===== src/rtl/imm_pkg.sv =====
// Shared opcode constants, format tags and buffer state encoding for the
// immediate-decode stage.
package imm_pkg;

    localparam logic [6:0] OP_LUI    = 7'b0110111;
    localparam logic [6:0] OP_AUIPC  = 7'b0010111;
    localparam logic [6:0] OP_JAL    = 7'b1101111;
    localparam logic [6:0] OP_JALR   = 7'b1100111;
    localparam logic [6:0] OP_BRANCH = 7'b1100011;
    localparam logic [6:0] OP_LOAD   = 7'b0000011;
    localparam logic [6:0] OP_STORE  = 7'b0100011;
    localparam logic [6:0] OP_IMM    = 7'b0010011;
    localparam logic [6:0] OP_OP     = 7'b0110011;
    localparam logic [6:0] OP_FENCE  = 7'b0001111;
    localparam logic [6:0] OP_SYSTEM = 7'b1110011;

    typedef enum logic [2:0] {
        FMT_NONE  = 3'd0,
        FMT_I     = 3'd1,
        FMT_S     = 3'd2,
        FMT_B     = 3'd3,
        FMT_U     = 3'd4,
        FMT_J     = 3'd5,
        FMT_SHAMT = 3'd6,
        FMT_Z     = 3'd7
    } fmt_e;

    typedef enum logic [1:0] {
        BUF_EMPTY = 2'd0,
        BUF_ONE   = 2'd1,
        BUF_FULL  = 2'd2
    } buf_state_e;

endpackage


===== src/rtl/imm_extract.sv =====
// Combinational immediate extraction: classifies the opcode and builds the
// sign- or zero-extended immediate at XLEN width.
module imm_extract
    import imm_pkg::*;
#(
    parameter int XLEN = 32
) (
    input  logic [31:0]     inst,
    output logic [XLEN-1:0] imm,
    output fmt_e            fmt,
    output logic            illegal
);

    logic [6:0]  w_opcode;
    logic [2:0]  w_funct3;
    logic [31:0] w_raw;

    assign w_opcode = inst[6:0];
    assign w_funct3 = inst[14:12];

    // w_raw is already extended to 32 bits; zero-extended formats keep bit 31
    // clear, so widening by bit 31 is correct for every format.
    always_comb begin
        w_raw   = '0;
        fmt     = FMT_NONE;
        illegal = 1'b0;
        unique case (w_opcode)
            OP_LOAD, OP_JALR: begin
                fmt   = FMT_I;
                w_raw = {{20{inst[31]}}, inst[31:20]};
            end
            OP_IMM: begin
                if (w_funct3 == 3'b001 || w_funct3 == 3'b101) begin
                    fmt   = FMT_SHAMT;
                    w_raw = (XLEN == 64) ? {26'b0, inst[25:20]} : {27'b0, inst[24:20]};
                end else begin
                    fmt   = FMT_I;
                    w_raw = {{20{inst[31]}}, inst[31:20]};
                end
            end
            OP_STORE: begin
                fmt   = FMT_S;
                w_raw = {{20{inst[31]}}, inst[31:25], inst[11:7]};
            end
            OP_BRANCH: begin
                fmt   = FMT_B;
                w_raw = {{19{inst[31]}}, inst[31], inst[7], inst[30:25], inst[11:8], 1'b0};
            end
            OP_LUI, OP_AUIPC: begin
                fmt   = FMT_U;
                w_raw = {inst[31:12], 12'b0};
            end
            OP_JAL: begin
                fmt   = FMT_J;
                w_raw = {{11{inst[31]}}, inst[31], inst[19:12], inst[20], inst[30:21], 1'b0};
            end
            OP_SYSTEM: begin
                if (w_funct3[2]) begin
                    fmt   = FMT_Z;
                    w_raw = {27'b0, inst[19:15]};
                end
            end
            OP_OP, OP_FENCE: begin
                fmt = FMT_NONE;
            end
            default: begin
                illegal = 1'b1;
            end
        endcase
    end

    always_comb begin
        imm       = {XLEN{w_raw[31]}};
        imm[31:0] = w_raw;
    end

endmodule


===== src/rtl/imm_decode_stage.sv =====
// Registered immediate-decode stage with a 2-entry skid buffer (M main, K skid)
// and a precomputed PC-relative target.
//
// state     | meaning
// BUF_EMPTY | no entry held, out_valid low
// BUF_ONE   | M holds the oldest entry, K empty
// BUF_FULL  | M and K both hold entries, in_ready low
module imm_decode_stage
    import imm_pkg::*;
#(
    parameter int XLEN = 32
) (
    input  logic            clk,
    input  logic            rst,
    input  logic            flush,
    input  logic            in_valid,
    output logic            in_ready,
    input  logic [31:0]     in_inst,
    input  logic [XLEN-1:0] in_pc,
    output logic            out_valid,
    input  logic            out_ready,
    output logic [XLEN-1:0] out_imm,
    output logic [2:0]      out_fmt,
    output logic [XLEN-1:0] out_target,
    output logic [XLEN-1:0] out_pc,
    output logic            out_illegal
);

    if (XLEN != 32 && XLEN != 64) begin : g_bad_xlen
        $error("imm_decode_stage: XLEN must be 32 or 64");
    end

    typedef struct packed {
        logic [XLEN-1:0] imm;
        logic [XLEN-1:0] target;
        logic [XLEN-1:0] pc;
        fmt_e            fmt;
        logic            illegal;
    } entry_t;

    buf_state_e r_state;
    buf_state_e w_state_nxt;
    logic       r_in_ready;
    entry_t     r_m;
    entry_t     r_k;
    entry_t     w_new;

    logic [XLEN-1:0] w_imm;
    fmt_e            w_fmt;
    logic            w_illegal;
    logic            w_in_xfer;
    logic            w_out_xfer;
    logic            w_out_valid;
    logic            w_ld_m_new;
    logic            w_ld_m_skid;
    logic            w_ld_k;

    imm_extract #(.XLEN(XLEN)) u_extract (
        .inst    (in_inst),
        .imm     (w_imm),
        .fmt     (w_fmt),
        .illegal (w_illegal)
    );

    always_comb begin
        w_new.imm     = w_imm;
        w_new.target  = in_pc + w_imm;
        w_new.pc      = in_pc;
        w_new.fmt     = w_fmt;
        w_new.illegal = w_illegal;
    end

    assign w_in_xfer  = in_valid && r_in_ready;
    assign w_out_xfer = w_out_valid && out_ready;

    always_ff @(posedge clk or posedge rst) begin
        if (rst) begin
            r_state    <= BUF_EMPTY;
            r_in_ready <= 1'b0;
        end else begin
            r_state    <= w_state_nxt;
            r_in_ready <= (w_state_nxt != BUF_FULL);
        end
    end

    always_comb begin
        w_state_nxt = r_state;
        if (flush) begin
            w_state_nxt = BUF_EMPTY;
        end else begin
            unique case (r_state)
                BUF_EMPTY: if (w_in_xfer) w_state_nxt = BUF_ONE;
                BUF_ONE: begin
                    if (w_in_xfer && !w_out_xfer)      w_state_nxt = BUF_FULL;
                    else if (!w_in_xfer && w_out_xfer) w_state_nxt = BUF_EMPTY;
                end
                BUF_FULL:  if (w_out_xfer) w_state_nxt = BUF_ONE;
                default:   w_state_nxt = BUF_EMPTY;
            endcase
        end
    end

    always_comb begin
        w_out_valid = (r_state != BUF_EMPTY);
        w_ld_m_new  = 1'b0;
        w_ld_m_skid = 1'b0;
        w_ld_k      = 1'b0;
        if (!flush) begin
            unique case (r_state)
                BUF_EMPTY: w_ld_m_new = w_in_xfer;
                BUF_ONE: begin
                    w_ld_m_new = w_in_xfer && w_out_xfer;
                    w_ld_k     = w_in_xfer && !w_out_xfer;
                end
                BUF_FULL:  w_ld_m_skid = w_out_xfer;
                default:   w_ld_m_new = 1'b0;
            endcase
        end
    end

    always_ff @(posedge clk or posedge rst) begin
        if (rst) begin
            r_m <= '0;
            r_k <= '0;
        end else begin
            if (w_ld_m_new)       r_m <= w_new;
            else if (w_ld_m_skid) r_m <= r_k;
            if (w_ld_k)           r_k <= w_new;
        end
    end

    assign in_ready    = r_in_ready;
    assign out_valid   = w_out_valid;
    assign out_imm     = r_m.imm;
    assign out_fmt     = r_m.fmt;
    assign out_target  = r_m.target;
    assign out_pc      = r_m.pc;
    assign out_illegal = r_m.illegal;

endmodule


===== config.mk =====
export PLATFORM = sky130hd
export DESIGN_NAME = imm_decode_stage
export DESIGN_NICKNAME = d
export VERILOG_FILES = /design/src/rtl/imm_pkg.sv /design/src/rtl/imm_extract.sv /design/src/rtl/imm_decode_stage.sv
export SDC_FILE = /design/constraint.sdc
export NUM_CORES = 1
export LEC_CHECK = 0
export ABC_AREA = 1
export BUFFER_PORTS_ARGS = -buffer_cell sky130_fd_sc_hd__buf_2
export CAP_MARGIN = 30
export CORE_ASPECT_RATIO = 0.5
export CORE_UTILIZATION = 60
export CTS_CLUSTER_DIAMETER = 120
export DETAILED_ROUTE_END_ITERATION = 7
export PLACE_DENSITY_LB_ADDON = 0.12
export SYNTH_ARGS = -nofsm -noshare
export SYNTH_HDL_FRONTEND = slang
export SYNTH_HIERARCHICAL = 1
export SYNTH_SLANG_ARGS = --single-unit

===== constraint.sdc =====
create_clock -name clk -period 11.4 [get_ports clk]
set_input_delay 0.57 -clock clk [delete_from_list [all_inputs] [get_ports clk]]
set_output_delay 0.57 -clock clk [all_outputs]
set_load 0.02 [all_outputs]

After elaboration in Yosys (flattened, before gate mapping)
Index checks and enable logic that the tools add are counted.
- register bits: 203
- bits of input ports: 69
- output and inout bits: 102
- add/sub/neg operators: 1
- eq/ne operators: 16
- mux-type cells: 21
- reduce and logical (&&, ||, !) cells: 14
- operators with widths (cell ; number):
    32-bit one-hot mux with 7 select lines ; 1
    100-bit two-way mux ; 2
    32-bit adder ; 1
    32-bit two-way mux ; 1
    7-bit equality test (second input constant) ; 4
    7-bit by 6-bit equality test with 1-bit output (second input constant) ; 3
    3-bit one-hot mux with 7 select lines ; 1
    7-bit by 5-bit equality test with 1-bit output (second input constant) ; 2
    11-bit OR reduction ; 1
    2-bit two-way mux ; 5
    7-bit by 2-bit equality test with 1-bit output (second input constant) ; 1
    7-bit by 4-bit equality test with 1-bit output (second input constant) ; 1
    1-bit two-way mux ; 6
    3-bit two-way mux ; 2
    2-bit one-hot mux with 3 select lines ; 1
    1-bit logical AND ; 5
    5-bit two-way mux ; 1
    2-bit nonzero test ; 2
    2-bit OR reduction ; 2
    3-bit by 1-bit equality test with 1-bit output (second input constant) ; 1
    3-bit equality test (second input constant) ; 1
    2-bit by 1-bit equality test with 1-bit output (second input constant) ; 1
    2-bit equality test (second input constant) ; 1
    1-bit logical NOT ; 2
    4 further kinds ; 4

Longest topological paths before layout
Gate-level depths: netlist of the first run.
- depth in word-level cells: 8
- mapped depth: 23

By module
The synthesis of the first run kept the hierarchy.
- modules (own cells, without submodules) (module ; times used ; cells an instance ; area each (um^2) ; seq. area each (um^2)):
    imm_decode_stage ; 1 ; 1436 ; 10857.9 ; 5079.9
    imm_extract ; 1 ; 232 ; 1056.0 ; 0.0

Worst setup path after synthesis of the first run
No wires, ideal clock.
- path kind: input to register
- start point: input port in_inst[1]
- end point: register r_m, in the netlist out_target[20]
- setup time: 117 ps
- arrival time: 2700 ps
- required time: 11283 ps
- setup slack: 8582 ps
- stages: 17
- buffers on the path: 2
- path through: nand2_1 nor2_2 buf_6 buf_2 nand3_1 o21ai_0 nand3b_1 fa_1 nand3_1 nand3_1 nand3_1 nand3_1 nand2_1 nand2_1 or2_1 nand3_1 nand2_1
- cells in the longest elaborated chain, start to end: 5
- elaborated cells between the ends (all ways): 14
- those cells by class: add/sub: 1; eq/ne: 9; mux: 2; reduce/logical: 2
- ends and longest elaborated chain (item ; RTL line ; source):
    start, declared ; imm_decode_stage.sv:18 ; input logic [31:0] in_inst,
    7-bit by 6-bit equality test with 1-bit output (tied with other cells) ; imm_extract.sv:27 ; unique case (w_opcode)
    2-bit OR reduction ; n/a ;
    32-bit one-hot mux with 7 select lines (*) ; imm_extract.sv:27 ;
    via w_imm[1] ; imm_decode_stage.sv:48 ; logic [XLEN-1:0] w_imm;
    32-bit adder (*) ; imm_decode_stage.sv:67 ; w_new.target = in_pc + w_imm;
    100-bit two-way mux (*) ; imm_decode_stage.sv:126 ; if (w_ld_m_new) r_m <= w_new;
    end signal, assigned ; imm_decode_stage.sv:126 ;
    end signal, assigned ; imm_decode_stage.sv:127 ; else if (w_ld_m_skid) r_m <= r_k;
    end, declared ; imm_decode_stage.sv:44 ; entry_t r_m;
The timed path passes the listed nets; every way through them passes the cells marked *.
A chain may end at the register's enable or synchronous reset.

Worst setup path in the final report of the first run
- start point: input port in_inst[0]
- end point: register r_m, in the netlist out_target[31]
Same word-level chain as after synthesis.

==> results of run 1 <==
-- state kept, by name, indices dropped and copies added (netlist names) --
signal / cells
out_pc: 32
out_illegal: 1
r_state: 2
out_imm: 32
in_ready: 1
out_target: 32
r_k: 100
out_fmt: 3
-- layout make-up --
class	instances	area share
Clock buffer	26	0.0389
Tap cell	266	0.0248
Inverter	306	0.0861
Clock inverter	6	0.00597
Sequential cell	203	0.378
Timing Repair Buffer	179	0.0699
Multi-Input combinational cell	1091	0.396
-- through the flow --
step                 util  power (uW)
CTS                 0.688        2140
floorplan               -        1310
finish              0.690        2140
detailed placement  0.658        1500
global placement    0.658        1470
global route        0.690        2250
-- cells in the mapped netlist (9+ instances only) --
library cell and n:
buf_2 33, inv_2 22, nand3_1 80, xnor2_1 10
dfrtp_1 203, o21ai_0 95, o21ai_1 28, nor2_2 9
clkbuf_1 19, inv_1 284, nand2_1 522, a21oi_1 125
o21bai_1 9, a22o_1 10, nand3b_1 11, nor2_1 77
ha_1 31, o211ai_1 40
-- power by group --
group,leakage [uW],internal [uW],total (uW),switching (uW)
Combinational,0.00494,178,520,342
Sequential,0.00250,887,979,91.9
Clock,0.000298,365,638,273
-- worst paths after layout --
path                             endpoint  slack [ps]  cells after the start
min reg2reg                    out_pc[23]         470                      2
max in group asynchronous         r_k[97]       10040                      4
min                            out_pc[24]         210                      2
max reg2reg                     out_pc[8]        8380                     11
max                        out_target[31]        7640                     18
min in group clk                  r_k[35]         340                      3
-- per-layer routing --
layer / vias up / global-route usage / share of wire
met4: 0 / 0.0717 / 0.015
met2: 532 / 0.499 / 0.40
met5: - / 0 / 0
met3: 46 / 0.0888 / 0.11
li1: 5465 / - / -
met1: 5449 / 0.545 / 0.47
-- critical path, cell delays in order --
cell	delay, ps
buf_2	100
nand2_1	130
nor2_2	190
nand2_1	180
nand2_4	100
a21oi_2	660
nand2_1	410
ha_1	510
nand2_1	130
nor2_1	250
and2_1	170
nand2_1	60
nand2_1	170
nand2_1	170
nand3_1	130
nand3_1	80
nand2_1	80
inv_1	40
-- logic make-up (layout without fill, tap and decap cells) --
| kind of cell | Yosys count | after routing | synth area share |
|---|---|---|---|
| simple gates | 723 | 723 | 0.249 |
| buf+inv | 374 | 517 | 0.128 |
| compound gates | 320 | 320 | 0.151 |
| flops | 203 | 203 | 0.426 |
| fa+ha+maj | 32 | 32 | 0.0342 |
| xor+xnor | 16 | 16 | 0.0118 |
-- cells in the final DEF, fill, tap and decap left out, types with 5 or more instances in the layout --
| cell type | n |
|---|---|
| o211ai_1 | 40 |
| nand4_1 | 6 |
| buf_4 | 8 |
| inv_2 | 22 |
| nand2_1 | 522 |
| a21boi_1 | 6 |
| ha_1 | 31 |
| a22o_1 | 10 |
| nor2_1 | 77 |
| nor2_2 | 9 |
| o21bai_1 | 9 |
| inv_1 | 283 |
| dfrtp_1 | 203 |
| buf_2 | 170 |
| xor2_1 | 6 |
| clkbuf_1 | 5 |
| o21ai_0 | 95 |
| o21ai_1 | 28 |
| nand3_1 | 80 |
| clkbuf_16 | 19 |
| nand3b_1 | 11 |
| nand2_2 | 5 |
| a21oi_1 | 125 |
| xnor2_1 | 10 |
==> run metrics, run 1 <==
status=complete, no violations; # port buffers=170; largest net degree at the start of global routing=130; Sink Count=between 200 and 250; grt ovf=0; Cell variety after synth=36; Max Cap Viol=0; Startpoint Class=input pin; Reg area=5080 um2; drt first-iter violations=approximately 1200; Core ar.=19500 um2; Worst Max-Slew Pin Slew=934 ps; final-layout fill cell count=1654; Rows=36; synthesized area per cell=between 7 and 8 um2; RR Startpoint=r_state[0]; Routability Congestion=0.965; Crit Path Category=input pin to flip-flop; vias in the first global route=between 10000 and 15000; # diodes=0; drt wl/cell=17.3 um; number of post-CTS setup repair buffers=0; Max VDD drop=0.105 mV; Rel. slew slack=0.377; vias after detailed routing=~11000; worst path required time=11790 ps; post-synth top area share=0.426; setup TNS=0 ps; Initial Util=0.612; Post-Syn Area=11900 um2; Post-DP Area=12800 um2; Routed WL=36000 um; ys flop type=dfrtp_1; Slew Limit Fails=0; leak pwr=0.00774 uW; Final HPWL DP=between 20000 and 30000 um; setup slack at placement=slightly above 7000 ps; post-route design area=approximately 13000 um2; syn nets=1769; crit share post-route=0.330; Clk Latency, worst-skew pair=490 ps; initial antenna violation count=0; final std cells w/o fill=around 2100; Yosys warning total=6; worst hold margin=209 ps; worst path arrival time=~4200 ps; Placed Instances=between 2000 and 2500; Nets=around 1900; first-pass GRT wire length=55800 um; TritonCTS clock tree=done; die width=around 200 um; asr flop ratio synth=1.00; H-tree Lvls=1; cell count after synthesis=1668; sequential area share after synthesis=0.426; clk slew on worst S/H paths=roughly 60 ps; # resized after CTS=0; worst hold path type=input pin to async pin; Final setup viols=0; CTS buffer count=19; Total GRT Usage=0.353; die area=20500 um2; residual DRC count=0; P&R area growth vs syn=12.7%; Fmax achieved=266 MHz; CP Max Fanout=21; clock skew=approximately 15 ps; EDFF count, synth=0; Critical Path Start=in_inst[0]; final hold vios=0; Yosys top cell by area=dfrtp_1; Pwr Density=between 150 and 200 nW/um2; multi-input combinational cell area=5320 um2; flops & latches, synth=roughly 200; root buf cell=clkbuf_16; Max Buffers Root-to-Sink=3; Initial DRT Pass Iterations=5; layout cells sized above 1=0.139; CP Capture Type=flip-flop; RSZ-0062 raised after global routing=false; via/cell ratio=5.53; synth top area cells=dfrtp_1, nand2_1, inv_1; PnR worst setup slack=7640 ps; Die Y=102 um; antenna-violating nets left=0; IO Pins=171; cts hold-fix bufs=0; crit path time final=around 3800 ps
Power figures use the tool's default switching activity.
==> run 2, diff against run 1 <==
- CORE_UTILIZATION: 60 -> 53
- clock period: 11.4 -> 3.4 ns (I/O delays scaled with it)
==> run metrics, run 2 (synthesis results as in run 1) <==
met1 global-route usage=0.491 (-0.0536); largest net degree at the start of global routing=103 (-21%); Max VDD drop=0.390 mV (+270%); vias after detailed routing=11600 (+1.0%); RSZ-0062 raised after global routing=false; post-route design area=14000 um2 (+4.2%); crit share post-route=0.861; most frequent cells in the layout=nand2_1, inv_1, dfrtp_1; # diodes=0 (unchanged); CP Capture Type=flip-flop; residual DRC count=0 (unchanged); power share of the clock group=0.312 (+0.013); met2 usage=0.488 (-0.0109); Final setup viols=0 (unchanged); commonest non-fill, non-tap cell in the layout=nand2_1; first-pass GRT wire length=59200 um (+6.1%); Total GRT Usage=0.332 (-0.0213); root buf cell=clkbuf_16; worst hold path type=input pin to flip-flop; die width=214 um (+6.3%); P&R area growth vs syn=17.5%; worst path required time=3810 ps (-7980 ps); sequential share of power=0.444 (-0.014); crit path time final=2930 ps; Final HPWL DP=27900 um (+6.1%); Max Cap Viol=0 (unchanged); layout cells sized above 1=0.143 (+0.00411); # port buffers=170 (unchanged); Top reg by flops=r_k; H-tree Lvls=1 (unchanged); slowest cell on the critical path=a21boi_1; Slew Limit Fails=0 (unchanged); Initial Util=0.545 (-0.0675); Sw Share=0.332 (+0.000815); Rows=38 (+5.6%); P_sw=2450 uW (+250%); Pwr Density=528 nW/um2 (+230%); Crit Path Category=input pin to flip-flop; CTS buffer count=20 (+1); Fmax achieved=342 MHz; Sink Count=203 (unchanged); IO Pins=171 (unchanged); crit-path most repeated cell=nand2_1; cell chain of the critical path=buf_2 > nand2_1 > nor2_2 > nand2_2 > and2_1 > a21boi_1 > ha_1 > nand2_1 > inv_1 > a21oi_2 > nand3_1 > nand2_1 > nand2_1 > or2_1 > nand3_1 > nand2_1; die area=23100 um2 (+13%); drt wl/cell=17.7 um (+2.0%); clk slew on worst S/H paths=70 ps (about the same); met3 GRT Util=0.0886 (-0.000195); Die Y=108 um (+6.3%); Routed WL=38100 um (+6.0%); vias in the first global route=11100 (+6.0%); drt first-iter violations=1436 (+25%); setup slack at placement=51.5 ps (-7180 ps); max FFs per register=100 (unchanged); initial antenna violation count=1 (+1); Gate power share=0.243 (about the same); Nets=1944 (+2.3%); via/cell ratio=5.38 (-2.7%); final hold vios=0 (unchanged); PnR worst setup slack=474 ps (-7160 ps); CP Max Fanout=8 (-62%); worst path arrival time=3340 ps (-810 ps); Worst Max-Slew Pin Slew=955 ps (+21.2 ps); Initial DRT Pass Iterations=8 (+3); antenna-violating nets left=0 (unchanged); leak pwr=0.00797 uW (+3.0%); Startpoint Class=input pin; Rel. slew slack=0.363 (-0.0141); register-to-register setup slack=1110 ps (-7270 ps); final-layout fill cell count=1990 (+20%); internal power=4930 uW (+250%); Core ar.=21900 um2 (+12%); gr busiest metal=met1; Worst path max stage delay=490 ps (-170 ps); Routability Congestion=1.13 (+17%); status=complete, no violations; TritonCTS clock tree=done; Max Buffers Root-to-Sink=3 (unchanged); clock skew=20.4 ps (+5.91 ps); Clk Latency, worst-skew pair=520 ps (+30 ps); Post-DP Area=13000 um2 (+1.5%); grt ovf=0 (unchanged)
==> run 2: cell count changes in the layout (fill, tap and decap cells not counted), moves of 2 or more <==
cell and delta:
clkbuf_8 +2, dlygate4sd3_1 +33, buf_4 +4, buf_12 +5
==> run 2: per-layer routing <==
layer | vias to the layer above | wire length (um)
met5 | - | 13
met4 | 2 | 651
met3 | 61 | 4040
met2 | 510 | 15700
met1 | 5470 | 17700
li1 | 5567 | -
==> run 2: final cells by class <==
class,instances,area (um2),area share
clock inverters,8,101,0.00724
clock buffers,28,571,0.0408
repair buffers,221,1400,0.100
well taps,300,375,0.0268
inverters,306,1150,0.0824
flip-flops and latches,203,5080,0.363
multi-input cells,1091,5320,0.380
==> run 2: power by group through the flow <==
| stage | combinational, uW | sequential [uW] | clock, uW |
|---|---|---|---|
| 6_report | 1800 | 3280 | 2310 |
| 5_1_grt | 1990 | 3330 | 2430 |
| 3_5_place_dp | 1740 | 3310 | 0 |
| 3_3_place_gp | 1700 | 3270 | 0 |
| 4_1_cts | 1790 | 3270 | 2340 |
| 2_1_floorplan | 874 | 3530 | 0 |
==> run 2: worst paths after layout <==
| check | from | to | depth (start not counted) |
|---|---|---|---|
| max | in_inst[1] | r_k[56] | 16 |
| min in group asynchronous | rst | out_pc[22] | 3 |
| min reg2reg | out_pc[24] | out_pc[24] | 2 |
| max reg2reg | r_state[1] | out_pc[5] | 8 |
| max in group asynchronous | rst | r_state[1] | 4 |
| min | in_pc[8] | r_k[12] | 3 |
==> run 2: repair_timing <==
| item | 4_1_cts | 5_1_grt |
|---|---|---|
| hold buffers | 33 | 0 |
| setup buffers | 0 | 0 |
| gates resized for setup | 0 | 0 |
| hold endpoints to repair | 46 | 0 |
==> run 2: per-stage QoR <==
step | TNS (ps) | utilization | hold WS [ps] | power [uW] | instances
final | 0 | 0.640 | 44.4 | 7380 | 2157
after global routing | 0 | 0.640 | 82.1 | 7750 | 2157
after CTS | 0 | 0.640 | 5.86 | 7400 | 2157
after detailed placement | 0 | 0.594 | 167 | 5050 | 2088
after global placement | -47.7 | 0.593 | 163 | 4970 | 2087
after floorplan | 0 | - | 280 | 4410 | 1668
==> run 2: worst max-delay path, delay by kind of cell <==
family | cells | cell delay (ps)
AO/OA/AOI/OAI | 2 | 700
adder cells (fa/ha/maj) | 1 | 400
buffers and inverters | 2 | 140
AND/OR/NAND/NOR | 11 | 1920
